File: config.mk
export PLATFORM = sky130hd
export DESIGN_NAME = store_buffer
export DESIGN_NICKNAME = d
export VERILOG_FILES = /design/src/rtl/store_buffer_pkg.sv /design/src/rtl/store_buffer_fifo.sv /design/src/rtl/store_buffer.sv
export SDC_FILE = /design/constraint.sdc
export NUM_CORES = 1
export LEC_CHECK = 0
export CAP_MARGIN = 20
export CELL_PAD_IN_SITES_DETAIL_PLACEMENT = 1
export CELL_PAD_IN_SITES_GLOBAL_PLACEMENT = 2
export CORE_ASPECT_RATIO = 0.75
export CORE_MARGIN = 10
export CORE_UTILIZATION = 35
export DETAILED_ROUTE_END_ITERATION = 6
export GPL_TIMING_DRIVEN = 1
export PLACE_DENSITY_LB_ADDON = 0.1
export SETUP_SLACK_MARGIN = 0.05
export SLEW_MARGIN = 40
export SYNTH_ARGS = -nofsm -noshare
export SYNTH_HDL_FRONTEND = slang
export SYNTH_SLANG_ARGS = --single-unit
File: constraint.sdc
create_clock -name clk -period 7.1 [get_ports clk]
set_clock_uncertainty 0.15 [all_clocks]
set_input_delay 0.71 -clock clk [delete_from_list [all_inputs] [get_ports clk]]
set_output_delay 0.71 -clock clk [all_outputs]
set_load 0.03 [all_outputs]
File: src/rtl/store_buffer_pkg.sv
// rtl/store_buffer_pkg.sv - shared widths, FSM state and entry type for the store buffer
package store_buffer_pkg;

  localparam int ADDR_W = 32;
  localparam int DATA_W = 32;

  typedef enum logic [1:0] {
    SB_IDLE  = 2'd0,
    SB_DRAIN = 2'd1,
    SB_FLUSH = 2'd2
  } sb_state_t;

  typedef struct packed {
    logic [ADDR_W-1:0] adr;
    logic [DATA_W-1:0] data;
  } sb_entry_t;

endpackage

File: src/rtl/store_buffer_fifo.sv
// rtl/store_buffer_fifo.sv - circular storage, head/tail pointers, occupancy and per-slot valid bits
module store_buffer_fifo
  import store_buffer_pkg::*;
#(
  parameter int DEPTH = 4,
  localparam int PW = $clog2(DEPTH),
  localparam int CW = PW + 1
) (
  input  logic            clk,
  input  logic            reset,
  input  logic            enq,
  input  sb_entry_t       enq_entry,
  input  logic            deq,
  output sb_entry_t       head_entry,
  output logic [CW-1:0]   count,
  output logic [CW-1:0]   count_next,
  output logic            empty,
  output logic            full,
  output logic [PW-1:0]   head_ptr,
  output logic [DEPTH-1:0] valid,
  output sb_entry_t       slots [DEPTH]
);

  logic [PW-1:0] tail_ptr;

  assign empty      = (count == '0);
  assign full       = (count == CW'(DEPTH));
  assign head_entry = slots[head_ptr];
  assign count_next = count + CW'(enq) - CW'(deq);

  // Storage array: written at the tail, never reset (valid bits qualify it)
  always_ff @(posedge clk) begin
    if (enq) begin
      slots[tail_ptr] <= enq_entry;
    end
  end

  // Pointers wrap naturally because DEPTH is a power of two
  always_ff @(posedge clk or negedge reset) begin
    if (!reset) begin
      head_ptr <= '0;
      tail_ptr <= '0;
      count    <= '0;
      valid    <= '0;
    end else begin
      if (enq) begin
        tail_ptr        <= tail_ptr + 1'b1;
        valid[tail_ptr] <= 1'b1;
      end
      if (deq) begin
        head_ptr        <= head_ptr + 1'b1;
        valid[head_ptr] <= 1'b0;
      end
      count <= count_next;
    end
  end

endmodule

File: src/rtl/store_buffer.sv
// rtl/store_buffer.sv - CPU store buffer with drain/flush FSM; load forwarding when STORE_BUFFER_FWD_EN is defined
module store_buffer
  import store_buffer_pkg::*;
#(
  parameter int DEPTH = 4
) (
  input  logic                 clk,
  input  logic                 reset,
  input  logic                 cpu_we,
  input  logic                 cpu_re,
  input  logic [ADDR_W-1:0]    cpu_adr,
  input  logic [DATA_W-1:0]    cpu_wdata,
  input  logic                 flush,
  output logic                 stall,
  output logic                 fwd_hit,
  output logic [DATA_W-1:0]    fwd_data,
  output logic                 mem_valid,
  input  logic                 mem_ready,
  output logic [ADDR_W-1:0]    mem_adr,
  output logic [DATA_W-1:0]    mem_wdata,
  output logic                 empty,
  output logic [$clog2(DEPTH):0] count
);

  localparam int PW = $clog2(DEPTH);
  localparam int CW = PW + 1;

  sb_state_t        state;
  sb_entry_t        head_entry;
  sb_entry_t        slots [DEPTH];
  logic [CW-1:0]    count_next;
  logic             full;
  logic [PW-1:0]    head_ptr;
  logic [DEPTH-1:0] valid;
  logic [DEPTH-1:0] match;
  logic             hit_any;
  logic [DATA_W-1:0] youngest_data;
  logic [PW-1:0]    idx;
  logic             load_block;
  logic             enq;
  logic             deq;

  store_buffer_fifo #(.DEPTH(DEPTH)) u_fifo (
    .clk        (clk),
    .reset      (reset),
    .enq        (enq),
    .enq_entry  ({cpu_adr, cpu_wdata}),
    .deq        (deq),
    .head_entry (head_entry),
    .count      (count),
    .count_next (count_next),
    .empty      (empty),
    .full       (full),
    .head_ptr   (head_ptr),
    .valid      (valid),
    .slots      (slots)
  );

  assign mem_valid = !empty;
  assign mem_adr   = head_entry.adr;
  assign mem_wdata = head_entry.data;
  assign deq       = mem_valid && mem_ready;
  assign enq       = cpu_we && !stall;

  // Address match against every valid entry; the head leaving this cycle still counts
  always_comb begin
    match = '0;
    for (int i = 0; i < DEPTH; i++) begin
      match[i] = valid[i] && (slots[i].adr == cpu_adr);
    end
  end

  assign hit_any = |match;

  // Walk from oldest to youngest so the last matching entry wins
  always_comb begin
    youngest_data = '0;
    idx           = '0;
    for (int k = 0; k < DEPTH; k++) begin
      idx = head_ptr + PW'(k);
      if (match[idx]) begin
        youngest_data = slots[idx].data;
      end
    end
  end

`ifdef STORE_BUFFER_FWD_EN
  assign fwd_hit    = cpu_re && hit_any;
  assign fwd_data   = fwd_hit ? youngest_data : '0;
  assign load_block = 1'b0;
`else
  logic unused_youngest;
  assign unused_youngest = ^youngest_data;
  assign fwd_hit    = 1'b0;
  assign fwd_data   = '0;
  assign load_block = cpu_re && hit_any;
`endif

  // Stall: full buffer on a store, any CPU access while flushing, or an unforwardable load hit
  always_comb begin
    stall = ((state == SB_FLUSH) && (cpu_we || cpu_re))
         || (cpu_we && full)
         || load_block;
  end

  // Mode FSM: flush holds until the buffer has fully drained
  always_ff @(posedge clk or negedge reset) begin
    if (!reset) begin
      state <= SB_IDLE;
    end else begin
      unique case (state)
        SB_FLUSH: state <= (count_next == '0) ? SB_IDLE : SB_FLUSH;
        default: begin
          if (flush && !empty && (count_next != '0)) begin
            state <= SB_FLUSH;
          end else begin
            state <= (count_next == '0) ? SB_IDLE : SB_DRAIN;
          end
        end
      endcase
    end
  end

endmodule
# Word level (Yosys, flattened, before mapping)
# Cells that the tools add are included.
[totals]
wordCells = 74
register_bits = 269
[classes]
addsub = 4
reduce_logical = 23
eq_ne = 6
n_lt_le_gt_ge = 7
n_bitwise = 5
n_mux = 16
[ops]
columns = ["cell", "n"]
rows = [
  ["256-bit bitwise mux", 1],
  ["64-bit 2-to-1 mux", 3],
  ["64-bit binary-select mux with 2-bit select", 1],
  ["64-bit demux with 2-bit select", 1],
  ["32-bit equality test", 4],
  ["1-bit logical AND", 14],
  ["4-bit 2-to-1 mux", 2],
  ["3-bit >= comparator (second input constant)", 2],
  ["3-bit logical NOT", 2],
  ["2-bit by 3-bit < comparator with 1-bit output (second input constant)", 2],
  ["2-bit 2-to-1 mux", 3],
  ["2-bit inverter with 3-bit output", 2],
  ["2-bit by 1-bit adder with 2-bit output (second input constant)", 2],
  ["4-bit AND", 1],
  ["1-bit demux with 2-bit select", 2],
  ["2-bit by 1-bit >= comparator with 1-bit output (second input constant)", 2],
  ["4-bit inverter", 1],
  ["4-bit OR", 1],
  ["4-bit OR reduction", 1],
  ["3-bit by 1-bit adder with 3-bit output", 1],
  ["3-bit equality test (second input constant)", 1],
  ["1-bit logical OR", 3],
  ["3-bit by 1-bit < comparator with 1-bit output (second input constant)", 1],
  ["1-bit 2-to-1 mux", 3],
  ["other kinds (4)", 5],
]

# Depth between registers and ports, before layout
# Gate-level depths: netlist of run 1.
[logic_depth]
word_depth = 13
mapped_depth = 13
ltp_nobuf = 12

# Modules after synthesis
# From an unflattened synthesis of run 1, not the netlist that was laid out.
[unflattened]
cells_unflattened = 612
hier_area_um2 = 11601.1
[modules_own_cells]
columns = ["mod", "cells_each", "area_each_um2", "n_inst", "seq_area_each_um2"]
rows = [
  ["store_buffer_fifo", 383, 9813.2, 1, 7962.6],
  ["store_buffer", 229, 1788.0, 1, 50.0],
]

# Worst setup path before layout of run 1
# No wires, ideal clock.
[synth_timing]
kind = "in2reg"
from = "input port cpu_adr[29]"
to = "register u_fifo.slots[0] (netlist name)"
path_stages = 7
setup_slack_ns = 0.204
setup_time_ns = 0.581
required_time_ns = 6.369
arrival_time_ns = 6.166
path_cell_list = "buf_6 xor2_1 nor4_1 nand4_1 or3_4 a41oi_4 nor3b_1"
[synth_between]
elab_chain_len = 7
elab_cells_between_ends = 13
classes_between = "eq/ne: 4; reduce/logical: 9"
[synth_lines]
columns = ["element", "line_no", "source"]
rows = [
  ["start: declaration", "store_buffer.sv:11", "input logic [ADDR_W-1:0] cpu_adr,"],
  ["32-bit equality test", "store_buffer.sv:69", "match[i] = valid[i] && (slots[i].adr == cpu_adr);"],
  ["1-bit logical AND", "store_buffer.sv:69", ""],
  ["4-bit OR reduction *", "store_buffer.sv:73", "assign hit_any = |match;"],
  ["1-bit logical AND *", "store_buffer.sv:96", "assign load_block = cpu_re && hit_any;"],
  ["1-bit logical OR *", "store_buffer.sv:103", "|| load_block;"],
  ["1-bit logical NOT *", "store_buffer.sv:63", "assign enq = cpu_we && !stall;"],
  ["1-bit logical AND *", "store_buffer.sv:63", ""],
]
# Mark *: on every way between the ends. The rest lies on a longest branch, timed or not.
# A chain may end at the register's enable or synchronous reset.

# Final worst setup path of run 1
[layout_timing]
from = "input port cpu_adr[23]"
to = "output port stall"
[layout_between]
elab_chain_len = 5
elab_cells_between_ends = 11
classes_between = "eq/ne: 4; reduce/logical: 7"
[layout_lines]
columns = ["element", "line_no", "source"]
rows = [
  ["32-bit equality test", "store_buffer.sv:69", ""],
  ["1-bit logical AND", "store_buffer.sv:69", ""],
  ["4-bit OR reduction *", "store_buffer.sv:73", ""],
  ["1-bit logical AND *", "store_buffer.sv:96", ""],
  ["1-bit logical OR *", "store_buffer.sv:103", ""],
  ["end: declaration", "store_buffer.sv:14", "output logic stall,"],
]
# Marks and branches as above.

==> summary.log, run 1 <==
[yosys] mapped cell area 0.0116 mm2
[yosys] leading cell types by count after synthesis edfxtp_1 (256), xor2_1 (96), mux4_2 (64), buf_4 (33), xnor2_1 (33)
[final_layout] number of filler instances in the final layout 3114
[drt] remaining antenna violation count 0
[grt] overall fraction of global-route tracks in use 14.8%
[power_and_ir_drop] maximum VDD drop 0.000260 V
[drt] routed wire length 30800 um
[drt] DR WL/cell 24.8 um
[power_and_ir_drop] switching share of total power 35.1%
[power_and_ir_drop] Logic pwr share 39.0%
[clock_tree] Post-CTS Hold Buffers 0
[clock_tree] worst-case clock buffer depth 3
[drt] Post-route DRC 0
[clock_tree] CTS Sinks 269
[placed_design] final estimated routing congestion in global placement 0.777
[yosys] average cell area after synthesis 18.9 um2
[worst_setup_path] type of the worst setup path input pin to primary output
[timing] part of the cycle the worst path needs 69.0%
[floorplanning] initial cell density of the core 35.6%
[timing] actual transition at the worst max-transition pin 0.923 ns
[timing] post-layout minimum cycle time 4.90 ns
[timing] setup repair after global routing missed its margin false
[clock_tree] number of buffers inserted by post-CTS setup repair 0
[clock_tree] Max H-tree Level 1
[timing] headroom to the max-slew limit 37.9%
[power_and_ir_drop] portion of total power attributed to sequential cells 37.6%
[timing] Setup TNS 0 ns
[timing] final max-slew violation count 0
[final_layout] signed area change from the synthesized netlist to the final layout 23.8%
[yosys] most area-consuming cells after synthesis edfxtp_1 (66%), mux4_2 (12%), xor2_1 (7.2%), dfrtp_1 (2.8%), xnor2_1 (2.5%)
[clock_tree] clock-pin slew of the registers on the worst-case setup and hold paths 0.06 ns
[power_and_ir_drop] static leakage power 4.77 nW
[yosys] area share of the largest cell type after synthesis 66.2%
[floorplanning] placeable core area 0.0326 mm2
[clock_tree] quantity of gates resized following cts 0
[yosys] Synth cell types 35
[final_layout] proportion of layout cells with a drive suffix above 1 15.2%
[yosys] count of flip-flops with a built-in enable after synthesis 256
[yosys] Post-synth top flop edfxtp_1
[timing] number of hold violations in the final report 0
[yosys] Yosys warning count 0
[floorplanning] standard-cell row count 57
[timing] count of final setup violators 0
[floorplanning] die span in y 178 um
[drt] total via count after detailed routing 6058
[drt] Detailed Routing Iterations Pass 1 4
[placed_design] Buffers on Ports 139
[worst_setup_path] data arrival time at the worst-slack endpoint 4.04 ns
[drt] vias per inst 4.87
[grt] final global-route overflow total 0
[final_layout] Total Nets Final 861
[clock_tree] cts bufs inserted 30
[final_layout] ANT cells 0
[yosys] part of the Yosys area used for sequential elements 69.0%
[yosys] async set-reset flop share out of synthesis 4.83%
[run_status] status completed
[timing] Hold Slack 0.393 ns
[power_and_ir_drop] Net Switching 2.07 mW
[worst_setup_path] required time at the endpoint of the critical path 6.24 ns
[power_and_ir_drop] ratio of total power to cell area 410 mW/mm2
[worst_setup_path] CP Max Fanout 8
[drt] initial drt markers 415
[run] number of max-cap violations 0
[placed_design] half-perimeter wire length of the detailed placement result 21300 um
[clock_tree] CTS tree yes
[clock_tree] clock root cell clkbuf_16
[floorplanning] floorplan die area 0.0410 mm2
[power_and_ir_drop] clock share of power 23.4%
[grt] pin count of the biggest net entering global routing 42
[clock_tree] worst skew pair latency 0.56 ns
[yosys] Syn Inst Count 614
[grt] via count of the first global-routing pass 6698
[hold_path] Min-Delay Path Class flop to flop
[worst_setup_path] element type at the critical path start input pin
[yosys] most instantiated library cell after synthesis edfxtp_1
[floorplanning] chip width 230 um
[yosys] FF+latch count, synth 269
[timing] Achievable Freq 204 MHz
[yosys] post-synth top area cell edfxtp_1
[power_and_ir_drop] Int Power 3.82 mW
[worst_setup_path] endpoint type of the worst setup path primary output
[floorplanning] # IOs 173
[grt] first-pass GRT wire length 45200 um
[grt] number of antenna violations at the first check in global routing 0
## routing by layer
| layer | part of all wire, % | up-vias | track usage (%) |
|---|---|---|---|
| li1 | - | 2676 | - |
| met4 | 1.7 | 0 | 2.90 |
| met5 | 0 | - | 0 |
| met3 | 5.5 | 33 | 3.32 |
| met1 | 45 | 3199 | 20.2 |
| met2 | 47 | 150 | 23.9 |
## cells in the final DEF, fill, tap and decap left out, types with 11 or more instances in the layout
cell type and instances:
nor4_1 22, dfrtp_1 11, xnor2_1 33, nand4_1 11, xor2_1 96, inv_1 15
conb_1 33, edfxtp_1 256, clkdlybuf4s50_1 139, mux4_2 64, clkbuf_16 31
## final cells by class
cell class	count	area [um2]	area share [%]
well taps	442	553	3.85
clock inverters	14	60.1	0.418
repair buffers	151	1520	10.6
clock buffers	39	806	5.60
flip-flops and latches	269	8020	55.8
inverters	15	56.3	0.392
multi-input cells	313	3370	23.4
## flip-flops by register name, indices dropped and copies added (netlist names)
register / count
u_fifo.valid: 4
u_fifo.tail_ptr: 2
u_fifo.slots: 256
u_fifo.count: 3
u_fifo.head_ptr: 2
state: 2
## worst max-delay path, stage by stage
cell and delay (ns):
clkdlybuf4s50_1 0.57, xor2_1 0.24, nor4_1 0.81, nand4_1 0.18
or3_1 0.49, nand4_1 0.17, o21ai_0 0.09, o21ai_0 0.07
clkdlybuf4s50_1 0.70
## power by group through the flow
stage	sequential [mW]	clock (mW)	combinational, mW
2_1_floorplan	2.22	0	1.43
3_3_place_gp	2.34	0	2.20
3_5_place_dp	2.29	0	2.29
4_1_cts	2.26	1.43	2.30
5_1_grt	2.25	1.49	2.45
6_report	2.22	1.38	2.30
## per-stage QoR
step	worst slack [ns]	instances	utilization, %	power, mW	cell area [um2]
2_1_floorplan	0.204	646	-	3.65	11700
3_3_place_gp	2.32	1187	41.3	4.54	13500
3_5_place_dp	2.28	1189	41.4	4.58	13500
4_1_cts	2.31	1242	44.1	5.99	14400
5_1_grt	2.09	1243	44.1	6.19	14400
6_report	2.20	1243	44.1	5.89	14400
## cells by family (layout without fill, tap and decap cells)
logic type	count (synthesis)	count (layout)	share of synthesized area, %
xor+xnor	129	129	9.73
simple gates	61	61	3.22
compound gates	14	14	1.01
flops	269	269	69.0
fa+ha+maj	11	11	1.25
other cells	1	33	0.0323
mux	65	65	12.5
buf+inv	64	219	3.25
## worst paths after layout
path,startpoint,end,slack [ns],cells after the start
max,cpu_adr[23],stall,2.20,9
min,u_fifo.valid[1],u_fifo.valid[1],0.39,1
max reg2reg,u_fifo.slots[55],state[0],3.17,12
min reg2reg,u_fifo.valid[1],u_fifo.valid[1],0.39,1
max in group asynchronous,reset,u_fifo.head_ptr[1],5.92,1
min in group asynchronous,reset,state[0],0.40,1
Note: power is estimated with default switching activity, not from simulation.
==> run 2, diff against run 1 <==
Clock period 7.1 ns to 4.88 ns, I/O delays scaled along.
==> summary.log, run 2 (synthesis results as in run 1) <==
[run_status] status completed [unchanged]
[final_layout] number of filler instances in the final layout 3126 [was 3114]
[placed_design] final estimated routing congestion in global placement 0.789 [was 0.777]
[drt] Detailed Routing Iterations Pass 1 4 [unchanged]
[timing] number of hold violations in the final report 0 [unchanged]
[drt] initial drt markers 459 [was 415]
[clock_tree] Max H-tree Level 1 [unchanged]
[power_and_ir_drop] Int Power 5.55 mW [was 3.82 mW]
[clock_tree] number of buffers inserted by post-CTS setup repair 0 [unchanged]
[timing] headroom to the max-slew limit 49.0% [was 37.9%]
[timing] Achievable Freq 228 MHz
[grt] first-pass GRT wire length 45000 um [was 45200 um]
[worst_setup_path] required time at the endpoint of the critical path 4.24 ns [was 6.24 ns]
[final_layout] final core area utilization 44.1% [about the same]
[clock_tree] cts bufs inserted 29 [was 30]
[floorplanning] # IOs 173 [unchanged]
[grt] overall fraction of global-route tracks in use 14.7% [was 14.8%]
[power_and_ir_drop] ratio of total power to cell area 594 mW/mm2 [was 410 mW/mm2]
[floorplanning] placeable core area 0.0326 mm2 [unchanged]
[floorplanning] standard-cell row count 57 [unchanged]
[worst_setup_path] data arrival time at the worst-slack endpoint 3.74 ns [was 4.04 ns]
[placed_design] half-perimeter wire length of the detailed placement result 21200 um [was 21300 um]
[power_and_ir_drop] switching share of total power 35.0% [was 35.1%]
[clock_tree] CTS tree yes [unchanged]
[grt] pin count of the biggest net entering global routing 44 [was 42]
[power_and_ir_drop] Total Power 8.54 mW [was 5.89 mW]
[drt] routed wire length 30600 um [was 30800 um]
[drt] vias per inst 4.84 [was 4.87]
[clock_tree] clock-pin slew of the registers on the worst-case setup and hold paths 0.06 ns [about the same]
[final_layout] Total Nets Final 861 [unchanged]
[floorplanning] die span in y 178 um [unchanged]
[power_and_ir_drop] Logic pwr share 38.6% [was 39.0%]
[floorplanning] chip width 230 um [unchanged]
[clock_tree] CTS Sinks 269 [unchanged]
[timing] part of the cycle the worst path needs 89.7%
[timing] count of final setup violators 0 [unchanged]
[drt] Post-route DRC 0 [unchanged]
[power_and_ir_drop] static leakage power 4.77 nW [about the same]
[final_layout] commonest non-fill, non-tap cells in the layout edfxtp_1 (256), clkdlybuf4s50_1 (139), xor2_1 (96) [unchanged]
[worst_setup_path] element type at the critical path start input pin [unchanged]
[power_and_ir_drop] clock share of power 23.3% [was 23.4%]
[final_layout] register containing the most flip-flops in the final layout u_fifo.slots [unchanged]
[timing] actual transition at the worst max-transition pin 0.758 ns [was 0.923 ns]
[final_layout] signed area change from the synthesized netlist to the final layout 23.7% [was 23.8%]
[drt] DR WL/cell 24.6 um [was 24.8 um]
[clock_tree] quantity of gates resized following cts 0 [unchanged]
[clock_tree] clock root cell clkbuf_16 [unchanged]
[clock_tree] Post-CTS Hold Buffers 0 [unchanged]
[worst_setup_path] type of the worst setup path input pin to primary output [unchanged]
[final_layout] proportion of layout cells with a drive suffix above 1 15.4% [was 15.2%]
[floorplanning] floorplan die area 0.0410 mm2 [unchanged]
[grt] number of antenna violations at the first check in global routing 1 [was 0]
[timing] post-layout minimum cycle time 4.38 ns
[clock_tree] worst skew pair latency 0.54 ns [was 0.56 ns]
[placed_design] Buffers on Ports 139 [unchanged]
[drt] remaining antenna violation count 0 [unchanged]
[final_layout] max reg flops 256 [unchanged]
[worst_setup_path] CP Max Fanout 8 [unchanged]
[grt] final global-route overflow total 0 [unchanged]
[timing] crit path setup slack, layout 0.503 ns [was 2.20 ns]
[timing] setup repair after global routing missed its margin false [unchanged]
[timing] final max-slew violation count 0 [unchanged]
[worst_setup_path] endpoint type of the worst setup path primary output [unchanged]
[run] number of max-cap violations 0 [unchanged]
[drt] total via count after detailed routing 6012 [was 6058]
[floorplanning] initial cell density of the core 35.6% [unchanged]
[final_layout] most common cell after layout, fill and taps aside edfxtp_1 [unchanged]
[final_layout] ANT cells 0 [unchanged]
[grt] via count of the first global-routing pass 6667 [was 6698]
[power_and_ir_drop] Net Switching 2.99 mW [was 2.07 mW]
[power_and_ir_drop] portion of total power attributed to sequential cells 38.1% [was 37.6%]
[placed_design] minimum setup slack after placement 0.397 ns [was 2.28 ns]
[clock_tree] worst-case clock buffer depth 3 [unchanged]
[hold_path] Min-Delay Path Class input pin to asynchronous set/reset pin [was flop to flop]
[power_and_ir_drop] maximum VDD drop 0.000332 V [was 0.000260 V]
[final_layout] largest registers u_fifo.slots (256), u_fifo.valid (4), u_fifo.count (3) [unchanged]
[run 2: cell count changes in the layout (fill, tap and decap cells not counted)]
cell        delta
clkinv_2       +2
buf_4          +1
clkinv_1       -3
clkbuf_1       +2
clkinvlp_4     -1
clkbuf_16      -2
bufinv_16      +1
[run 2: per-layer routing]
layer / vias to the layer above / global-route usage [%] / share of wire, %
met4: 2 / 2.46 / 1.4
met2: 147 / 23.5 / 48
met5: - / 0 / 0.042
met3: 39 / 3.14 / 5.5
met1: 3142 / 20.4 / 45
li1: 2682 / - / -
[run 2: critical path, stage by stage]
cell             delay, ns
clkdlybuf4s50_1       0.67
xor2_1                0.19
nor4_1                0.66
nand4_1               0.23
or3_4                 0.45
nand4_1               0.16
o21ai_0               0.09
o21ai_0               0.08
clkdlybuf4s50_1       0.70
[run 2: power groups by stage]
stage | sequential, mW | clock (mW) | combinational [mW]
final | 3.25 | 1.99 | 3.29
after global routing | 3.30 | 2.15 | 3.52
after CTS | 3.26 | 2.06 | 3.40
after detailed placement | 3.31 | 0 | 3.37
after global placement | 3.39 | 0 | 3.25
after floorplan | 3.23 | 0 | 2.08
[run 2: path summary, 6_finish.rpt]
kind	start	to	slack (ns)	cells past startpoint
setup / recovery	cpu_adr[23]	stall	0.50	9
hold / removal	reset	u_fifo.count[1]	0.19	1
setup reg to reg	u_fifo.slots[247]	state[1]	1.08	12
hold reg to reg	u_fifo.tail_ptr[0]	u_fifo.tail_ptr[0]	0.40	1
max in group asynchronous	reset	u_fifo.head_ptr[0]	3.92	1
min in group clk	u_fifo.tail_ptr[0]	u_fifo.tail_ptr[0]	0.40	1
[run 2: area by class of cell]
| type | count | area, um2 | area share [%] |
|---|---|---|---|
| clock inverters | 13 | 81.3 | 0.566 |
| flip-flops and latches | 269 | 8020 | 55.8 |
| repair buffers | 152 | 1530 | 10.6 |
| inverters | 15 | 56.3 | 0.392 |
| clock buffers | 39 | 763 | 5.31 |
| multi-input cells | 313 | 3370 | 23.4 |
| well taps | 442 | 553 | 3.85 |
[run 2: through the flow]
step	TNS, ns	area (um2)	hold WS [ns]	instances
after global routing	0	14400	0.219	1243
after global placement	0	13500	0.378	1189
after CTS	0	14400	0.181	1243
after floorplan	-465.27	11700	0.0424	646
final	0	14400	0.187	1243
after detailed placement	0	13500	0.392	1191
==> run 3, diff against run 2 <==
Settings changed: CORE_MARGIN 10 to 3.
==> summary.log, run 3 (synthesis results as in run 1) <==
[worst_setup_path] data arrival time at the worst-slack endpoint 3.69 ns [was 3.74 ns]
[drt] Detailed Routing Iterations Pass 1 6 [was 4]
[floorplanning] chip width 216 um [was 230 um]
[grt] final global-route overflow total 0 [unchanged]
[clock_tree] CTS tree yes [unchanged]
[floorplanning] placeable core area 0.0325 mm2 [was 0.0326 mm2]
[timing] Achievable Freq 231 MHz [was 228 MHz]
[clock_tree] quantity of gates resized following cts 0 [unchanged]
[timing] final max-slew violation count 0 [unchanged]
[power_and_ir_drop] static leakage power 4.82 nW [was 4.77 nW]
[worst_setup_path] Setup crit start cpu_adr[17] [was cpu_adr[23]]
[worst_setup_path] internal reg-to-reg setup slack 1.08 ns [about the same]
[final_layout] number of filler instances in the final layout 3139 [was 3126]
[power_and_ir_drop] Logic pwr share 37.6% [was 38.6%]
[final_layout] most common cell after layout, fill and taps aside edfxtp_1 [unchanged]
[final_layout] largest registers u_fifo.slots (256), u_fifo.valid (4), u_fifo.count (3) [unchanged]
[grt] overall fraction of global-route tracks in use 17.0% [was 14.7%]
[drt] DR WL met3 1600 um [was 1670 um]
[worst_setup_path] element type at the critical path start input pin [unchanged]
[timing] headroom to the max-slew limit 46.2% [was 49.0%]
[drt] Post-route DRC 0 [unchanged]
[power_and_ir_drop] ratio of total power to cell area 600 mW/mm2 [was 594 mW/mm2]
[placed_design] Post-Place Cell Area 0.0135 mm2 [about the same]
[grt] number of antenna violations at the first check in global routing 2 [was 1]
[floorplanning] floorplan die area 0.0354 mm2 [was 0.0410 mm2]
[floorplanning] standard-cell row count 57 [unchanged]
[final_layout] register containing the most flip-flops in the final layout u_fifo.slots [unchanged]
[floorplanning] # IOs 173 [unchanged]
[final_layout] proportion of layout cells with a drive suffix above 1 16.4% [was 15.4%]
[grt] first-pass GRT wire length 44600 um [was 45000 um]
[drt] total via count after detailed routing 6055 [was 6012]
[grt] pin count of the biggest net entering global routing 58 [was 44]
[final_layout] max reg flops 256 [unchanged]
[clock_tree] CTS Sinks 269 [unchanged]
[placed_design] Buffers on Ports 139 [unchanged]
[floorplanning] initial cell density of the core 35.7% [was 35.6%]
[clock_tree] number of buffers inserted by post-CTS setup repair 0 [unchanged]
[timing] actual transition at the worst max-transition pin 0.808 ns [was 0.758 ns]
[clock_tree] Max H-tree Level 1 [unchanged]
[power_and_ir_drop] Int Power 5.64 mW [was 5.55 mW]
[floorplanning] die span in y 164 um [was 178 um]
[worst_setup_path] CP Max Fanout 8 [unchanged]
[drt] remaining antenna violation count 0 [unchanged]
[clock_tree] Post-CTS Hold Buffers 0 [unchanged]
[timing] count of final setup violators 0 [unchanged]
[drt] routed wire length 30200 um [was 30600 um]
[worst_setup_path] endpoint type of the worst setup path primary output [unchanged]
[final_layout] commonest non-fill, non-tap cells in the layout edfxtp_1 (256), clkdlybuf4s50_1 (139), xor2_1 (96) [unchanged]
[run_status] status completed [unchanged]
[clock_tree] cts bufs inserted 30 [was 29]
[final_layout] final core area utilization 44.5% [was 44.1%]
[clock_tree] clock-pin slew of the registers on the worst-case setup and hold paths 0.06 ns [about the same]
[power_and_ir_drop] maximum VDD drop 0.000357 V [was 0.000332 V]
[final_layout] signed area change from the synthesized netlist to the final layout 24.6% [was 23.7%]
[placed_design] final estimated routing congestion in global placement 0.781 [was 0.789]
[run] number of max-cap violations 0 [unchanged]
[clock_tree] worst-case clock buffer depth 3 [unchanged]
[drt] DR WL/cell 24.3 um [was 24.6 um]
[drt] length of routed wiring on met1 14400 um [was 13900 um]
[worst_setup_path] startpoint of the worst-slack reg-to-reg timing path u_fifo.slots[168] [was u_fifo.slots[247]]
[worst_setup_path] type of the worst setup path input pin to primary output [unchanged]
[placed_design] half-perimeter wire length of the detailed placement result 20200 um [was 21200 um]
[final_layout] post-route cell area 0.0145 mm2 [was 0.0144 mm2]
[worst_setup_path] depth of the worst register-to-register path 12 [unchanged]
[final_layout] ANT cells 0 [unchanged]
[timing] setup repair after global routing missed its margin false [unchanged]
[final_layout] Total Nets Final 862 [was 861]
[worst_setup_path] required time at the endpoint of the critical path 4.24 ns [about the same]
[drt] vias per inst 4.86 [was 4.84]
[power_and_ir_drop] switching share of total power 35.1% [was 35.0%]
[clock_tree] clock root cell clkbuf_16 [unchanged]
[clock_tree] worst skew pair latency 0.57 ns [was 0.54 ns]
[drt] initial drt markers 428 [was 459]
[timing] part of the cycle the worst path needs 88.7% [was 89.7%]
[timing] number of hold violations in the final report 0 [unchanged]
[worst_setup_path] capturing point of the worst reg2reg path state[0] [was state[1]]
[power_and_ir_drop] portion of total power attributed to sequential cells 37.7% [was 38.1%]
[grt] via count of the first global-routing pass 6595 [was 6667]
[power_and_ir_drop] Net Switching 3.05 mW [was 2.99 mW]
[hold_path] Min-Delay Path Class input pin to asynchronous set/reset pin [unchanged]
[timing] post-layout minimum cycle time 4.33 ns [was 4.38 ns]
[drt] routed length on met2 13700 um [was 14600 um]
[drt] top routing layer in use met5 [unchanged]
[power_and_ir_drop] clock share of power 24.7% [was 23.3%]
-- run 3: cell type report --
cell class | count | area [um2] | area share, %
flip-flops and latches | 269 | 8020 | 55.4
multi-input cells | 313 | 3380 | 23.3
repair buffers | 152 | 1540 | 10.6
clock buffers | 33 | 762 | 5.26
well taps | 442 | 553 | 3.82
clock inverters | 22 | 171 | 1.18
inverters | 15 | 56.3 | 0.389
-- run 3: stage by stage --
stage / setup TNS [ns] / worst slack [ns] / instances / hold slack, ns / total power, mW
after floorplan: -465.27 / -1.79 / 646 / 0.0424 / 5.31
final: 0 / 0.551 / 1246 / 0.173 / 8.69
after detailed placement: 0 / 0.335 / 1191 / 0.388 / 6.66
after global placement: 0 / 0.425 / 1191 / 0.374 / 6.63
after CTS: 0 / 0.554 / 1246 / 0.181 / 8.85
after global routing: 0 / 0.423 / 1246 / 0.213 / 9.11
-- run 3: worst max-delay path by stage --
stage | end | slack (ns)
floorplan | u_fifo.slots[0] | -1.79
global placement | state[0] | 0.42
detailed placement | state[0] | 0.34
CTS | stall | 0.55
global route | stall | 0.42
finish | stall | 0.55
-- run 3: worst max-delay path: stages --
cell and delay [ns]:
clkdlybuf4s50_1 0.59, xor2_1 0.28, nor4_1 0.61, nand4_1 0.16
or3_4 0.45, nand4_1 0.22, o21ai_0 0.11, o21ai_0 0.08
clkdlybuf4s50_1 0.69
-- run 3: power groups by stage --
stage               clock [mW]  combinational (mW)  sequential [mW]
finish                    2.15                3.26             3.28
global route              2.31                3.47             3.33
CTS                       2.22                3.34             3.29
detailed placement           0                3.32             3.34
global placement             0                3.32             3.31
floorplan                    0                2.08             3.23
-- run 3: routing by layer --
layer  global-route usage [%]  vias to the layer above
met5                        0                        -
met4                     2.89                        4
met3                     3.40                       34
met2                     26.0                      151
met1                     25.5                     3176
li1                         -                     2690
